$ cat config.mk
export PLATFORM = sky130hd
export DESIGN_NAME = alu_logical
export DESIGN_NICKNAME = d
export VERILOG_FILES = /design/src/rtl/alu_logical.sv
export SDC_FILE = /design/constraint.sdc
export NUM_CORES = 1
export LEC_CHECK = 0
export ABC_AREA = 1
export BUFFER_PORTS_ARGS = -buffer_cell sky130_fd_sc_hd__buf_2
export CORE_ASPECT_RATIO = 0.9
export CORE_MARGIN = 1.5
export CORE_UTILIZATION = 50
export CTS_BUF_LIST = sky130_fd_sc_hd__clkbuf_8
export DETAILED_ROUTE_END_ITERATION = 8
export PLACE_DENSITY_LB_ADDON = 0.2
export SLEW_MARGIN = 20
export SYNTH_ARGS = -nofsm -noshare
export SYNTH_HDL_FRONTEND = slang
export SYNTH_SLANG_ARGS = --single-unit
$ cat constraint.sdc
create_clock -name clk -period 5.2 [get_ports clk]
set_input_delay 0.52 -clock clk [delete_from_list [all_inputs] [get_ports clk]]
set_output_delay 0.52 -clock clk [all_outputs]
set_load 0.02 [all_outputs]
$ cat src/rtl/alu_logical.sv
// alu_logical: logic and shift slice of the integer ALU.
//   Bitwise AND/OR/XOR/NOR, logical left shift and logical/arithmetic right
//   shift of in1 by in2[log2(WIDTH)-1:0], selected by {sel2,sel1,sel0}.
//   Every result, including the intermediates, is registered (1-cycle latency).
// Ports:
//   clk, reset       - rising-edge clock, synchronous active-high reset
//   in1, in2         - operands; in1 is the shifted value, in2 low bits = amount
//   sel0/sel1/sel2   - op select (sel2: 0 = logical group, 1 = shift group)
//   out              - final registered result
//   logical_32_out   - registered logical-unit result
//   sll_out          - registered shift-left-logical result
//   srl_sra_out      - registered right-shift result (sel0: 1 = SRL, 0 = SRA)
//   mux_0_out        - registered shift-group mux result
//   zero             - only with ALU_LOGICAL_ZERO_FLAG_EN: 1 iff out is all zeros
// Optional feature macro: ALU_LOGICAL_ZERO_FLAG_EN
module alu_logical #(
  parameter int unsigned WIDTH = 32
) (
  input  logic             clk,
  input  logic             reset,
  input  logic [WIDTH-1:0] in1,
  input  logic [WIDTH-1:0] in2,
  input  logic             sel0,
  input  logic             sel1,
  input  logic             sel2,
`ifdef ALU_LOGICAL_ZERO_FLAG_EN
  output logic             zero,
`endif
  output logic [WIDTH-1:0] out,
  output logic [WIDTH-1:0] logical_32_out,
  output logic [WIDTH-1:0] sll_out,
  output logic [WIDTH-1:0] srl_sra_out,
  output logic [WIDTH-1:0] mux_0_out
);

  localparam int unsigned SHW = (WIDTH > 1) ? $clog2(WIDTH) : 1;

  logic [SHW-1:0]   shamt;
  logic [WIDTH-1:0] logical_32_d, logical_32_q;
  logic [WIDTH-1:0] sll_d,        sll_q;
  logic [WIDTH-1:0] srl_sra_d,    srl_sra_q;
  logic [WIDTH-1:0] mux_0_d,      mux_0_q;
  logic [WIDTH-1:0] out_d,        out_q;

  assign shamt = in2[SHW-1:0];

  always_comb begin
    logical_32_d = '0;
    unique case ({sel1, sel0})
      2'b00:   logical_32_d = in1 & in2;
      2'b01:   logical_32_d = in1 | in2;
      2'b10:   logical_32_d = in1 ^ in2;
      default: logical_32_d = ~(in1 | in2);
    endcase

    sll_d = in1 << shamt;

    // Arithmetic shift works on the signed view of in1 so the sign bit fills.
    if (sel0) srl_sra_d = in1 >> shamt;
    else      srl_sra_d = $unsigned($signed(in1) >>> shamt);

    mux_0_d = sel1 ? sll_d : srl_sra_d;
    out_d   = sel2 ? mux_0_d : logical_32_d;
  end

  always_ff @(posedge clk) begin
    if (reset) begin
      logical_32_q <= '0;
      sll_q        <= '0;
      srl_sra_q    <= '0;
      mux_0_q      <= '0;
      out_q        <= '0;
    end else begin
      logical_32_q <= logical_32_d;
      sll_q        <= sll_d;
      srl_sra_q    <= srl_sra_d;
      mux_0_q      <= mux_0_d;
      out_q        <= out_d;
    end
  end

  assign logical_32_out = logical_32_q;
  assign sll_out        = sll_q;
  assign srl_sra_out    = srl_sra_q;
  assign mux_0_out      = mux_0_q;
  assign out            = out_q;

`ifdef ALU_LOGICAL_ZERO_FLAG_EN
  logic zero_d, zero_q;

  assign zero_d = (out_d == '0);

  always_ff @(posedge clk) begin
    if (reset) zero_q <= 1'b0;
    else       zero_q <= zero_d;
  end

  assign zero = zero_q;
`endif

endmodule

==> results.yml, run 1 <==
routing:
  drc: 0
  postRouteAntennaNets: 0
  dr_total_vias: 11500
  first_pass_iters: 6
  drtIter0Drc: 1515
  wl_per_cell_um: 21.1
  vias_per_cell: 5.86
  wirelength_mm: 41.6
run_status:
  outcome: "completed"
layout:
  area_delta_synth_final_pct: 14.4
  final_common_cell: "nand2_1"
  final_nets: 1836
  drive_gt1_share_pct: 17.8
  final_cell_mix: "nand2_1, nand3_1, buf_2"
  antenna_cells: 0
  n_fill_cell: 1996
pwr:
  powerDensity_nw_per_um2: 284
  p_seq_share_pct: 41.1
  ir_drop_mv: 0.175
  power.net_switching_mw: 1.31
  swShare_pct: 40.2
  p_leak_nw: 6.22
  combPwrFrac_pct: 30.5
  internal_power_mw: 1.96
  power_frac_clock_pct: 28.4
grt:
  grtUsageTotal_pct: 38.7
  grt_max_degree: 74
  grt_pass1_wl_mm: 60.8
  met2_usage_pct: 59.2
  antenna_found_initial: 0
  grt-ovfl-total: 0
  grt_use_met1_pct: 50.3
  busiest_layer: "met2"
  grt_pass1_vias: 10400
  use_met3_pct: 9.66
clock_network:
  clockRootBuffer: "clkbuf_8"
  tritoncts: "done"
  cts_max_level: 4
  clkTransAtPathRegs_ns: 0.11
  cts.sinks: 160
  hold_buffers: 0
  post-cts-setup-buffers: 0
  cts-buffers-inserted: 17
  clockBufferDepth: 2
  post_cts_resized: 0
sta:
  fin_crit_ns: 2.87
  hold_slack_ns: 0.454
  hold_viol: 0
  finalCritPeriodShare_pct: 55.1
  worstMarginPinSlew_ns: 1.04
  setup_viol: 0
  slew_headroom_pct: 30.3
  slew_viol_final: 0
  fin_tns_setup_ns: 0
  rsz0062_at_grt: "no"
  clock.fmax_mhz: 349
setup_path:
  crit_required_ns: 5.59
  critical_path_buf_inv_count: 4
  cp.arrival_ns: 3.25
  cp_top_family: "buffers and inverters"
  max_stage_delay_ns: 0.67
  critical_path_cell_count: 9
  crit_slowest_cell: "a221oi_1"
  cp-end-kind: "flip-flop"
  crit_fanout: 38
  setup.worst_path.class: "primary input to flip-flop"
  critPathLaunchType: "primary input"
  crit_chain: "buf_2, inv_1, buf_4, nand2_1, o21ai_0, a221oi_1, a21oi_1, nand2_1, inv_1"
yosys:
  synth_area_leader_cell: "dfxtp_1"
  syn-num-nets: 1679
  synth_cells: 1545
  ys_ff_latch: 160
  syn-cell-area_um2: 10100
  yosysSeqAreaShare_pct: 31.8
  ys_types: 35
  yosys.area.top_type_share_pct: 31.8
  netlist_top_cells_area: "dfxtp_1, nand3_1, nand2_1, ha_1, inv_1"
  avgSynthCellArea_um2: 6.53
  ys.warnings.count: 0
floorplan:
  core-area_um2: 19900
  pin_count: 229
  start_util_pct: 50.8
  rows: 49
  die_y_um: 138
  die-area_um2: 21000
  die_x_um: 153
flow_run:
  maxCapViolCount: 0
place:
  dp_hpwl_mm: 31.9
  place_congestion: 1.04
  port_buffers: 228
hold_path:
  worstHoldPathCells: 4
  worstHoldPathType: "primary input to flip-flop"
==> power by group through the flow <==
stage	registers (mW)	logic [mW]	clock network, mW
4_1_cts	1.34	0.970	0.943
3_3_place_gp	1.37	0.960	0
5_1_grt	1.35	1.07	0.987
3_5_place_dp	1.37	0.966	0
2_1_floorplan	1.49	0.506	0
6_report	1.34	0.998	0.931
==> metrics by stage <==
stage	util [%]	setup WS [ns]	power [mW]	instance area, µm²	cells
final	58.1	2.33	3.27	11500	1970
after global routing	58.1	2.25	3.41	11500	1970
after CTS	58.1	2.52	3.26	11500	1970
after detailed placement	56.1	2.01	2.34	11100	1938
after global placement	56.1	2.09	2.33	11100	1938
after floorplan	-	3.19	1.99	10100	1545
==> registers in the layout (all words and copies together) (netlist names) <==
name            count
srl_sra_out        32
out                32
logical_32_out     32
sll_out            32
mux_0_out          32
==> kinds of logic (layout without fill, tap and decap cells) <==
group | count (synthesis) | in the layout | share of synthesized area (%)
DFF | 160 | 160 | 31.8
adders and majority gates | 65 | 65 | 8.06
AOI/OAI and AO/OA | 177 | 177 | 10.2
and+or+nand+nor | 905 | 905 | 39.7
buffers and inverters | 238 | 408 | 10.3
==> cell type report <==
class | count | area [µm²] | area share [%]
Clock buffer | 17 | 234 | 2.03
Clock inverter | 15 | 168 | 1.45
Multi-Input combinational cell | 1147 | 5840 | 50.6
Sequential cell | 160 | 3200 | 27.7
Inverter | 133 | 507 | 4.39
Tap cell | 255 | 319 | 2.76
Timing Repair Buffer | 243 | 1270 | 11.0
==> metal layers <==
| metal | share of wire (%) | up-vias |
|---|---|---|
| met5 | 0 | - |
| li1 | - | 5410 |
| met4 | 5.3 | 0 |
| met3 | 12 | 110 |
| met2 | 43 | 745 |
| met1 | 40 | 5280 |
==> path summary, 6_finish.rpt <==
check / startpoint / slack, ns / endpoint
setup / recovery: sel1 / 2.33 / out[23]
hold / removal: in2[14] / 0.45 / logical_32_out[14]
==> Yosys cell counts <==
| cell type | count |
|---|---|
| a21oi_1 | 85 |
| o21a_1 | 1 |
| and2_1 | 10 |
| inv_2 | 2 |
| dfxtp_1 | 160 |
| buf_12 | 1 |
| nand2_1 | 417 |
| o21ai_2 | 1 |
| inv_1 | 128 |
| buf_4 | 4 |
| ha_1 | 65 |
| o21bai_1 | 5 |
| clkinv_1 | 2 |
| a21oi_2 | 3 |
| o211ai_1 | 24 |
| nand4_1 | 12 |
| o21ai_0 | 33 |
| and2_4 | 2 |
| o22ai_1 | 2 |
| clkbuf_1 | 32 |
| buf_8 | 1 |
| nor2_2 | 1 |
| nand2_4 | 1 |
| buf_2 | 49 |
| nor3_1 | 8 |
| buf_1 | 13 |
| inv_8 | 1 |
| o21ai_1 | 4 |
| buf_6 | 5 |
| nand3_1 | 361 |
| nand2_2 | 13 |
| nor2_1 | 74 |
| a221oi_1 | 9 |
| a31oi_1 | 10 |
| nand3_2 | 6 |
Power figures use the tool's default switching activity.
==> run 2: changes to the inputs <==
clock period = 2.85 ns   (was 5.2 ns; I/O delays follow)
==> run 2 against run 1 <==
Global-route usage rose by 1.8 points. Sequential power grew 83%. Setup slack worse by 1.8 ns.
==> results.yml, run 2 (synthesis gave the netlist of run 1 again) <==
pwr:
  combPwrFrac_pct: 31.0
  swShare_pct: 40.2
  p_leak_nw: 6.31
  powerDensity_nw_per_um2: 515
  power_frac_clock_pct: 28.4
  power.net_switching_mw: 2.42
  p_seq_share_pct: 40.7
  internal_power_mw: 3.61
  ir_drop_mv: 0.362
sta:
  slew_viol_final: 0
  finalCritPeriodShare_pct: 80.4
  clock.fmax_mhz: 436
  rsz0062_at_grt: "no"
  fin_crit_ns: 2.29
  setup_viol: 0
  slew_headroom_pct: 32.1
  worstMarginPinSlew_ns: 1.02
  hold_viol: 0
  fin_tns_setup_ns: 0
clock_network:
  post-cts-setup-buffers: 0
  hold_buffers: 0
  cts_max_level: 4
  clockRootBuffer: "clkbuf_8"
  post_cts_resized: 0
  cts-buffers-inserted: 17
  clockBufferDepth: 2
  cts.sinks: 160
  clkTransAtPathRegs_ns: 0.10
  tritoncts: "done"
grt:
  grt_pass1_vias: 10400
  grtUsageTotal_pct: 40.6
  grt-ovfl-total: 0
  grt_max_degree: 82
  antenna_found_initial: 0
  grt_pass1_wl_mm: 63.5
layout:
  register_area_um2: 3200
  multiInputGateArea_um2: 5840
  final_common_cell: "nand2_1"
  antenna_cells: 0
  final_cell_mix: "nand2_1, nand3_1, buf_2"
  drive_gt1_share_pct: 18.6
  n_fill_cell: 1992
  utilization_pct: 59.0
  final_nets: 1851
  area_delta_synth_final_pct: 16.1
routing:
  drt-met1-wl_mm: 17.0
  dr_total_vias: 11800
  wl_met3_mm: 5.56
  wl_per_cell_um: 22.0
  drc: 0
  vias_per_cell: 5.96
  met2_length_mm: 18.9
  wirelength_mm: 43.8
  postRouteAntennaNets: 0
  top_layer: "met4"
  first_pass_iters: 8
  drtIter0Drc: 1365
place:
  port_buffers: 228
  place_congestion: 1.08
  dp_hpwl_mm: 33.8
setup_path:
  crit_chain: "buf_2, nand2_4, clkinv_1, a221oi_1, a21oi_1, nand2_1, inv_1"
  crit_required_ns: 3.22
  crit_fanout: 20
  critPathLaunchType: "primary input"
  crit_slowest_cell: "a221oi_1"
  setup.worst_path.class: "primary input to flip-flop"
  cp.arrival_ns: 2.66
  cp_top_family: "compound AO/OA/AOI/OAI gates"
  max_stage_delay_ns: 1.03
  critical_path_buf_inv_count: 3
  cp-end-kind: "flip-flop"
flow_run:
  maxCapViolCount: 0
floorplan:
  core-area_um2: 19900
  die-area_um2: 21000
  die_y_um: 138
  die_x_um: 153
  rows: 49
  pin_count: 229
  start_util_pct: 50.8
hold_path:
  worstHoldPathType: "primary input to flip-flop"
run_status:
  outcome: "completed"
-- run 2: power by group through the flow --
stage                     Clock [mW]  Combinational [mW]  Sequential (mW)
after floorplan                    0               0.923             2.72
after global placement             0                1.80             2.51
after detailed placement           0                1.81             2.51
after CTS                       1.71                1.82             2.46
after global routing            1.79                2.00             2.47
final                           1.71                1.87             2.45
-- run 2: area by class of cell --
| cell class | instances | area share, % |
|---|---|---|
| Clock buffer | 18 | 2.11 |
| Clock inverter | 14 | 1.19 |
| Inverter | 133 | 4.33 |
| Multi-Input combinational cell | 1147 | 49.9 |
| Sequential cell | 160 | 27.3 |
| Tap cell | 255 | 2.72 |
| Timing Repair Buffer | 258 | 12.4 |
-- run 2: worst paths after layout --
path	from	end	depth (start not counted)
max	sel1	out[23]	7
min	in2[19]	logical_32_out[19]	4
-- run 2: per-layer routing --
metal,track usage [%],vias up
met2,62.9,823
li1,-,5448
met4,20.2,0
met3,11.0,130
met1,52.1,5431
met5,0,-
-- run 2: metrics by stage --
step	setup WS [ns]	hold WS, ns	power [mW]	cells	cell area, µm²
2_1_floorplan	1.08	0.490	3.64	1545	10100
3_3_place_gp	0.214	0.699	4.31	1953	11300
3_5_place_dp	0.261	0.699	4.32	1953	11300
4_1_cts	0.745	0.223	5.99	1985	11700
5_1_grt	0.472	0.280	6.26	1985	11700
6_report	0.559	0.225	6.03	1985	11700
-- run 2: worst min-delay path, stage by stage --
cell	delay [ns]
buf_2	0.09
ha_1	0.13
a221oi_1	0.09
nor2_1	0.08
==> run 3: changes to the inputs <==
clock period = 2.1 ns   (was 2.85 ns; I/O delays follow)
==> run 3 against run 2 <==
Setup slack lost 0.25 ns. Sequential cell count did not move. Via count increased by 4.3%. Worst hold slack got worse by 0.067 ns. Critical path depth is 8 higher. Routed wire length grew 1.6%. Cell area grew 8.5%. Critical path type unchanged. Largest cell class unchanged.
==> results.yml, run 3 (synthesis gave the netlist of run 1 again) <==
sta:
  setup_ws_ns: 0.305
  clock.fmax_mhz: 557
  hold_viol: 0
  fin_tns_setup_ns: 0
  slew_viol_final: 0
  setup_viol: 0
  rsz0062_at_grt: "no"
  slew_headroom_pct: 63.4
  worstMarginPinSlew_ns: 0.549
  finalCritPeriodShare_pct: 85.5
  fin_crit_ns: 1.79
layout:
  register_area_um2: 3200
  final_cell_mix: "nand2_1, nand3_1, buf_2"
  multiInputGateArea_um2: 5840
  final_common_cell: "nand2_1"
  final_nets: 1966
  drive_gt1_share_pct: 23.6
  n_fill_cell: 1919
  fin_area_um2: 12700
  area_delta_synth_final_pct: 26.0
  utilization_pct: 64.0
grt:
  antenna_found_initial: 2
  grt-ovfl-total: 0
  grt_pass1_wl_mm: 65.8
  grt_max_degree: 54
  grt_pass1_vias: 11000
  grtUsageTotal_pct: 41.7
run_status:
  outcome: "completed"
pwr:
  internal_power_mw: 5.40
  power.total_mw: 8.65
  combPwrFrac_pct: 32.2
  power.net_switching_mw: 3.25
  p_leak_nw: 6.91
  p_seq_share_pct: 38.4
  ir_drop_mv: 0.437
  powerDensity_nw_per_um2: 680
  swShare_pct: 37.6
  power_frac_clock_pct: 29.4
place:
  dp_hpwl_mm: 34.9
  place_congestion: 1.08
  placed_cell_area_um2: 12300
  pre_cts_ws_ns: -0.0438
  port_buffers: 228
setup_path:
  crit_fanout: 29
  critPathLaunchType: "primary input"
  cp-end-kind: "flip-flop"
  setup.worst_path.class: "primary input to flip-flop"
  cp.arrival_ns: 2.15
  crit_required_ns: 2.46
clock_network:
  cts-buffers-inserted: 17
  cts.sinks: 160
  hold_buffers: 0
  cts_max_level: 4
  clkTransAtPathRegs_ns: 0.10
  tritoncts: "done"
  clockBufferDepth: 2
  post-cts-setup-buffers: 0
  clockRootBuffer: "clkbuf_8"
  post_cts_resized: 0
floorplan:
  die_y_um: 138
  start_util_pct: 50.8
  die_x_um: 153
  rows: 49
  pin_count: 229
  core-area_um2: 19900
  die-area_um2: 21000
routing:
  wirelength_mm: 44.5
  dr_total_vias: 12300
  drc: 0
  vias_per_cell: 5.88
  first_pass_iters: 8
  postRouteAntennaNets: 0
  wl_per_cell_um: 21.2
  drtIter0Drc: 1799
flow_run:
  maxCapViolCount: 0
hold_path:
  worstHoldPathType: "primary input to flip-flop"
==> run 3: changes by cell type in the layout (fill, tap and decap cells not counted), sizes merged <==
cell	delta
clkinv	-1
clkinvlp	-2
diode	+1
clkbuf	-1
bufinv	+3
buf	+115
==> run 3: stage by stage <==
step	cells	hold slack [ns]
after floorplan	1545	0.415
final	2100	0.158
after global routing	2099	0.166
after detailed placement	2068	0.624
after global placement	2068	0.624
after CTS	2099	0.148
==> run 3: metal layers <==
metal | vias up | part of all wire, % | global-route usage (%)
li1 | 5681 | - | -
met4 | 2 | 5.5 | 21.1
met2 | 870 | 43 | 62.7
met3 | 139 | 13 | 11.3
met5 | - | 0.020 | 0
met1 | 5646 | 39 | 55.0
==> run 3: layout make-up <==
| cell class | count | share of cell area (%) |
|---|---|---|
| sequential | 160 | 25.2 |
| timing repair buffer | 373 | 18.9 |
| antenna | 1 | 0.0197 |
| clock inverter | 14 | 1.55 |
| multi-input combinational | 1147 | 46.0 |
| clock buffer | 17 | 1.84 |
| tap | 255 | 2.51 |
| inverter | 133 | 3.99 |
==> run 3: power groups by stage <==
stage	logic [mW]	registers, mW	clock network, mW
after global routing	2.99	3.34	2.66
after detailed placement	2.70	3.39	0
final	2.79	3.32	2.54
after global placement	2.68	3.39	0
after CTS	2.71	3.32	2.54
after floorplan	1.25	3.69	0
==> run 3: path summary, 6_finish.rpt <==
path                 from            endpoint  slack (ns)  depth (start not counted)
hold / removal    in2[11]  logical_32_out[11]        0.16                          4
setup / recovery   in2[0]             out[20]        0.31                         15
==> run 3: critical path, cell delays in order <==
cell,delay (ns)
buf_2,0.15
buf_12,0.17
buf_4,0.15
nand2_1,0.09
nand3_1,0.12
nand3_1,0.14
nand2_1,0.09
nand2_1,0.10
nand2_1,0.08
nand2_1,0.07
nand3_1,0.24
nand2_1,0.18
nand3_1,0.16
nand2_1,0.11
inv_1,0.06
